<file path="src/rtl/pool_ctrl.sv">
// pool_ctrl - sequencer for the 2x2 max-pooling datapath.
//
// Walks a row-major feature map held in an input buffer, one non-overlapping
// 2x2 window at a time. For each window it reads the four pixels, presents them
// to the pooling unit with a one-cycle pool_en, waits for the pooled result and
// writes it to the output buffer. A trailing odd column and/or row is skipped.
//
// Handshakes: rd_data is valid exactly one cycle after rd_en. pool_outen
// qualifies pool_out; it is sampled only in WAIT, and if it does not arrive
// within 4 WAIT cycles the run aborts with the sticky err flag set. wr_en is a
// single-cycle strobe that qualifies wr_addr and wr_data together.
//
// Ports:
//   clk, rst_n                 clock, asynchronous active-low reset
//   start                      run request, sampled only in IDLE
//   img_w, img_h               map dimensions, latched on accepted start
//   base_in, base_out          buffer base addresses, latched on accepted start
//   busy, done, err            status: running, completion pulse, sticky timeout
//   rd_en, rd_addr, rd_data    input buffer read port
//   pool_en, pool_in1..4       window pixels to the pooling unit (TL, TR, BL, BR)
//   pool_out, pool_outen       pooled result from the pooling unit
//   wr_en, wr_addr, wr_data    output buffer write port
//   dbg_state                  current FSM state, for observation only
module pool_ctrl #(
    parameter int DATA_W = 16,
    parameter int ADDR_W = 16,
    parameter int DIM_W  = 8
) (
    input  logic              clk,
    input  logic              rst_n,
    input  logic              start,
    input  logic [DIM_W-1:0]  img_w,
    input  logic [DIM_W-1:0]  img_h,
    input  logic [ADDR_W-1:0] base_in,
    input  logic [ADDR_W-1:0] base_out,
    output logic              busy,
    output logic              done,
    output logic              err,
    output logic              rd_en,
    output logic [ADDR_W-1:0] rd_addr,
    input  logic [DATA_W-1:0] rd_data,
    output logic              pool_en,
    output logic [DATA_W-1:0] pool_in1,
    output logic [DATA_W-1:0] pool_in2,
    output logic [DATA_W-1:0] pool_in3,
    output logic [DATA_W-1:0] pool_in4,
    input  logic [DATA_W-1:0] pool_out,
    input  logic              pool_outen,
    output logic              wr_en,
    output logic [ADDR_W-1:0] wr_addr,
    output logic [DATA_W-1:0] wr_data,
    output logic [3:0]        dbg_state
);

    typedef enum logic [3:0] {
        S_IDLE, S_RD0, S_RD1, S_RD2, S_RD3, S_LAST, S_POOL, S_WAIT, S_ADV, S_DONE
    } state_t;

    state_t              state;
    logic [DIM_W-1:0]    img_w_q, img_h_q;
    logic [ADDR_W-1:0]   base_in_q, base_out_q;
    logic [DIM_W-1:0]    r, c;
    logic [ADDR_W-1:0]   out_idx;
    logic [1:0]          wait_cnt;

    // Next window position, evaluated for the ADV step.
    // c+2 > img_w-2 is rewritten as c+4 > img_w to avoid underflow.
    logic                row_wrap, map_end;
    logic [DIM_W-1:0]    c_nx, r_nx;
    logic [2*DIM_W-1:0]  prod;
    logic [ADDR_W-1:0]   nxt_addr;

    assign row_wrap = ({1'b0, c} + (DIM_W+1)'(4)) > {1'b0, img_w_q};
    assign map_end  = row_wrap && (({1'b0, r} + (DIM_W+1)'(4)) > {1'b0, img_h_q});
    assign c_nx     = row_wrap ? '0 : c + DIM_W'(2);
    assign r_nx     = row_wrap ? r + DIM_W'(2) : r;
    // Row offset is formed at full product width, then truncated to the bus.
    assign prod     = {{DIM_W{1'b0}}, r_nx} * {{DIM_W{1'b0}}, img_w_q};
    assign nxt_addr = base_in_q + ADDR_W'(prod) + ADDR_W'(c_nx);

    // Strobes and status decode straight from the state register.
    assign rd_en     = (state == S_RD0) || (state == S_RD1) ||
                       (state == S_RD2) || (state == S_RD3);
    assign pool_en   = (state == S_POOL);
    assign wr_en     = (state == S_ADV);
    assign done      = (state == S_DONE);
    assign busy      = (state != S_IDLE) && (state != S_DONE);
    assign dbg_state = state;

    always_ff @(posedge clk or negedge rst_n) begin
        if (!rst_n) begin
            state      <= S_IDLE;
            img_w_q    <= '0;
            img_h_q    <= '0;
            base_in_q  <= '0;
            base_out_q <= '0;
            r          <= '0;
            c          <= '0;
            out_idx    <= '0;
            wait_cnt   <= '0;
            err        <= 1'b0;
            rd_addr    <= '0;
            wr_addr    <= '0;
            wr_data    <= '0;
            pool_in1   <= '0;
            pool_in2   <= '0;
            pool_in3   <= '0;
            pool_in4   <= '0;
        end else begin
            case (state)
                S_IDLE: begin
                    if (start) begin
                        img_w_q    <= img_w;
                        img_h_q    <= img_h;
                        base_in_q  <= base_in;
                        base_out_q <= base_out;
                        r          <= '0;
                        c          <= '0;
                        out_idx    <= '0;
                        err        <= 1'b0;
                        rd_addr    <= base_in;
                        if ((img_w < DIM_W'(2)) || (img_h < DIM_W'(2)))
                            state <= S_DONE;
                        else
                            state <= S_RD0;
                    end
                end
                S_RD0: begin
                    rd_addr <= rd_addr + ADDR_W'(1);
                    state   <= S_RD1;
                end
                S_RD1: begin
                    pool_in1 <= rd_data;
                    // Step from top-right to bottom-left of the window.
                    rd_addr  <= rd_addr + ADDR_W'(img_w_q) - ADDR_W'(1);
                    state    <= S_RD2;
                end
                S_RD2: begin
                    pool_in2 <= rd_data;
                    rd_addr  <= rd_addr + ADDR_W'(1);
                    state    <= S_RD3;
                end
                S_RD3: begin
                    pool_in3 <= rd_data;
                    state    <= S_LAST;
                end
                S_LAST: begin
                    pool_in4 <= rd_data;
                    state    <= S_POOL;
                end
                S_POOL: begin
                    wait_cnt <= '0;
                    state    <= S_WAIT;
                end
                S_WAIT: begin
                    // A result on the 4th WAIT cycle still counts.
                    if (pool_outen) begin
                        wr_data <= pool_out;
                        wr_addr <= base_out_q + out_idx;
                        state   <= S_ADV;
                    end else if (wait_cnt == 2'd3) begin
                        err   <= 1'b1;
                        state <= S_DONE;
                    end else begin
                        wait_cnt <= wait_cnt + 2'd1;
                    end
                end
                S_ADV: begin
                    out_idx <= out_idx + ADDR_W'(1);
                    c       <= c_nx;
                    r       <= r_nx;
                    if (map_end) begin
                        state <= S_DONE;
                    end else begin
                        rd_addr <= nxt_addr;
                        state   <= S_RD0;
                    end
                end
                S_DONE: begin
                    state <= S_IDLE;
                end
                default: begin
                    state <= S_IDLE;
                end
            endcase
        end
    end

endmodule

</file>
<file path="config.mk">
export PLATFORM = sky130hd
export DESIGN_NAME = pool_ctrl
export DESIGN_NICKNAME = d
export VERILOG_FILES = /design/src/rtl/pool_ctrl.sv
export SDC_FILE = /design/constraint.sdc
export NUM_CORES = 1
export LEC_CHECK = 0
export CELL_PAD_IN_SITES_DETAIL_PLACEMENT = 0
export CELL_PAD_IN_SITES_GLOBAL_PLACEMENT = 2
export CORE_MARGIN = 2
export CORE_UTILIZATION = 34
export DETAILED_ROUTE_END_ITERATION = 8
export GPL_ROUTABILITY_DRIVEN = 0
export PLACE_DENSITY_LB_ADDON = 0.25
export SYNTH_ARGS = -nofsm -noshare
export SYNTH_HDL_FRONTEND = slang
export SYNTH_SLANG_ARGS = --single-unit
</file>
<file path="constraint.sdc">
create_clock -name clk -period 8.45 [get_ports clk]
set_input_delay 2.1125 -clock clk [delete_from_list [all_inputs] [get_ports clk]]
set_output_delay 2.1125 -clock clk [all_outputs]
set_load 0.1 [all_outputs]
</file>
==> reports/metrics.cfg <==
[timing]
fmax_mhz = 128
drv_slew = 0
setup_viol = 0
tns_ns = 0
tightestPinTransition_ns = 1.15
slew_headroom_pct = 23.1
finalCritPeriodShare_pct = 92.8
hold_viol = 0
grt_setup_unrepaired = false
fin_crit_ns = 7.84
skew_ns = 0.0113

[layout]
diodes = 0
seqCellArea_um2 = 4950
layout.nets = 1858
syn_to_final_growth_pct = 24.2
num-fill-cells = 3877
drive_gt1_share_pct = 9.00
finalInstanceArea_um2 = 16700
multi_input_comb_area_um2 = 7780
fin_util_pct = 42.9

[drt]
ant_nets = 0
vias = 10671
viasPerCell = 4.98
detail_route.wl_per_cell_um = 18.2
firstDrtPassIters = 5
routed_wl_um = 39000
drt_iter0_drc = 520
drcViolationCount = 0

[synthesis]
synth_warnings = 0
synth-async-reset-ratio_pct = 100
synth_common_cells = nand2_1, dfrtp_1, inv_1
yosys.area.top_type = dfrtp_1
syn_area_um2 = 13400
postSynthAreaPerCell_um2 = 9.53
synth_top_area_share_pct = 36.9
synthCells = 1408
netlist_top_cells_area = dfrtp_1, ha_1, fa_1
ys_types = 82
yosysMostFrequentCell = nand2_1
yosys_most_used_dff = dfrtp_1
ys_seq_area_share_pct = 36.9
synth-edff-count = 0
synth-seq-cells = 198

[critical_path]
reg2reg_slack_ns = 0.61
worstReg2RegStart = c[3]
start_kind = register
worstPathRequired_ns = 8.86
critPathKind = register to register
cp.arrival_ns = 8.25
cp-end-kind = register
ff2ff_path_depth = 27
r2r_end = rd_addr[15]
crit_fanout = 10

[clock_tree]
clock-sinks = 198
clk_pin_slew_ns = 0.08
post-cts-setup-buffers = 0
cts_made_buffers = 17
cts_tree = done
cts-root-buf = clkbuf_16
cts_buffer_depth = 2
cts_max_level = 4
insertion_delay_ns = 0.50
cts_hold_buffers = 0
ctsResizeCount = 0

[die]
die_height_um = 203
floorplan.initialDensity_pct = 34.6
ios = 206
die_area_um2 = 41100
rows = 72
die_w_um = 203
design.core.area_um2 = 38800

[status]
outcome = complete, no violations

[placed_design]
post_dp_cell_area_um2 = 16100
dp_hpwl_um = 29300
io_buffers = 205

[min_path]
hp-start = pool_in1[0]
hold_depth = 2
hold_end = pool_in1[0]
hp-class = register to register

[global_route]
grt_pass1_vias = 11102
grt_use_total_pct = 20.0
grt_max_degree = 106
antenna_found_initial = 0
grt_pass1_wl_um = 63100
overflow = 0

[run]
maxCapViolations = 0

-- logic make-up (layout without fill, tap and decap cells) --
kind of cell	Yosys count	count (layout)	synth area share, %
AOI/OAI and AO/OA	248	248	12.0
adders and majority gates	164	164	18.4
DFF	198	198	36.9
and+or+nand+nor	477	477	16.9
xor gates and xnor gates	64	64	4.23
other	2	7	0.0560
buffers and inverters	183	393	5.40
muxes	72	72	6.05
-- final cells by class --
type	instances	area share, %
clock buffer	18	2.57
tap	518	3.89
clock inverter	14	0.878
timing repair buffer	224	13.2
inverter	137	3.09
multi-input combinational	1032	46.7
sequential	198	29.7
-- per-stage QoR --
step                hold slack [ns]  instances  worst slack, ns
finish                        0.472       2141            0.611
floorplan                     0.447       1413             1.39
CTS                           0.480       2141            0.570
detailed placement            0.463       2109            0.604
global route                  0.502       2141           0.0242
global placement              0.457       2109            0.701
-- worst max-delay path, stage by stage (launching register included) --
cell and delay, ns:
dfrtp_1 0.43, ha_1 0.31, nand3_1 0.12, xnor2_1 0.14
ha_1 0.30, and3_1 0.17, a221o_1 0.36, o211ai_2 0.22
nand2_2 0.21, nand2_1 0.17, xor2_1 0.49, nor2_1 0.12
fa_1 0.42, fa_1 0.55, inv_1 0.05, fa_1 0.48
inv_1 0.06, fa_1 0.54, inv_1 0.06, fa_1 0.52
inv_1 0.04, ha_1 0.32, or2_2 0.32, a21oi_1 0.19
a211oi_1 0.12, o311ai_0 0.62, o211ai_1 0.20, a31oi_1 0.21
-- routing by layer --
metal | vias to the layer above | GRT usage [%] | wire, um
li1 | 5233 | - | -
met1 | 5185 | 27.2 | 18500
met2 | 221 | 30.9 | 17500
met3 | 32 | 5.09 | 2270
met4 | 0 | 7.19 | 753
met5 | - | 0 | 0
-- state kept, by name, summed over array words and instances (netlist names) --
name / count
base_in_q: 16
base_out_q: 16
out_idx: 16
pool_in1: 16
pool_in2: 16
pool_in3: 16
pool_in4: 16
rd_addr: 16
wr_addr: 16
wr_data: 16
c: 8
img_h_q: 8
img_w_q: 8
r: 7
dbg_state: 4
wait_cnt: 2
err: 1
-- layout by cell type, fill, tap and decap left out, types with 49 or more instances in the layout --
cell             count
inv_1              136
nand2_1            240
o21ai_0             88
fa_1                56
mux2_2              66
dfrtp_1            198
ha_1               108
clkdlybuf4s50_1    204
nor2_1              49
-- worst max path at each step --
stage                     start           to  slack (ns)  cells past startpoint
after floorplan            c[3]  rd_addr[13]        1.39                     28
after global placement     c[3]  rd_addr[15]        0.70                     28
final                      c[3]  rd_addr[15]        0.61                     27
after global routing       c[3]  rd_addr[15]        0.02                     27
after CTS                  c[3]  rd_addr[15]        0.57                     28
after detailed placement   c[3]  rd_addr[15]        0.60                     28
Power is not shown: default switching activity piles up to over one toggle a cycle in this logic, so the estimate is an artifact.
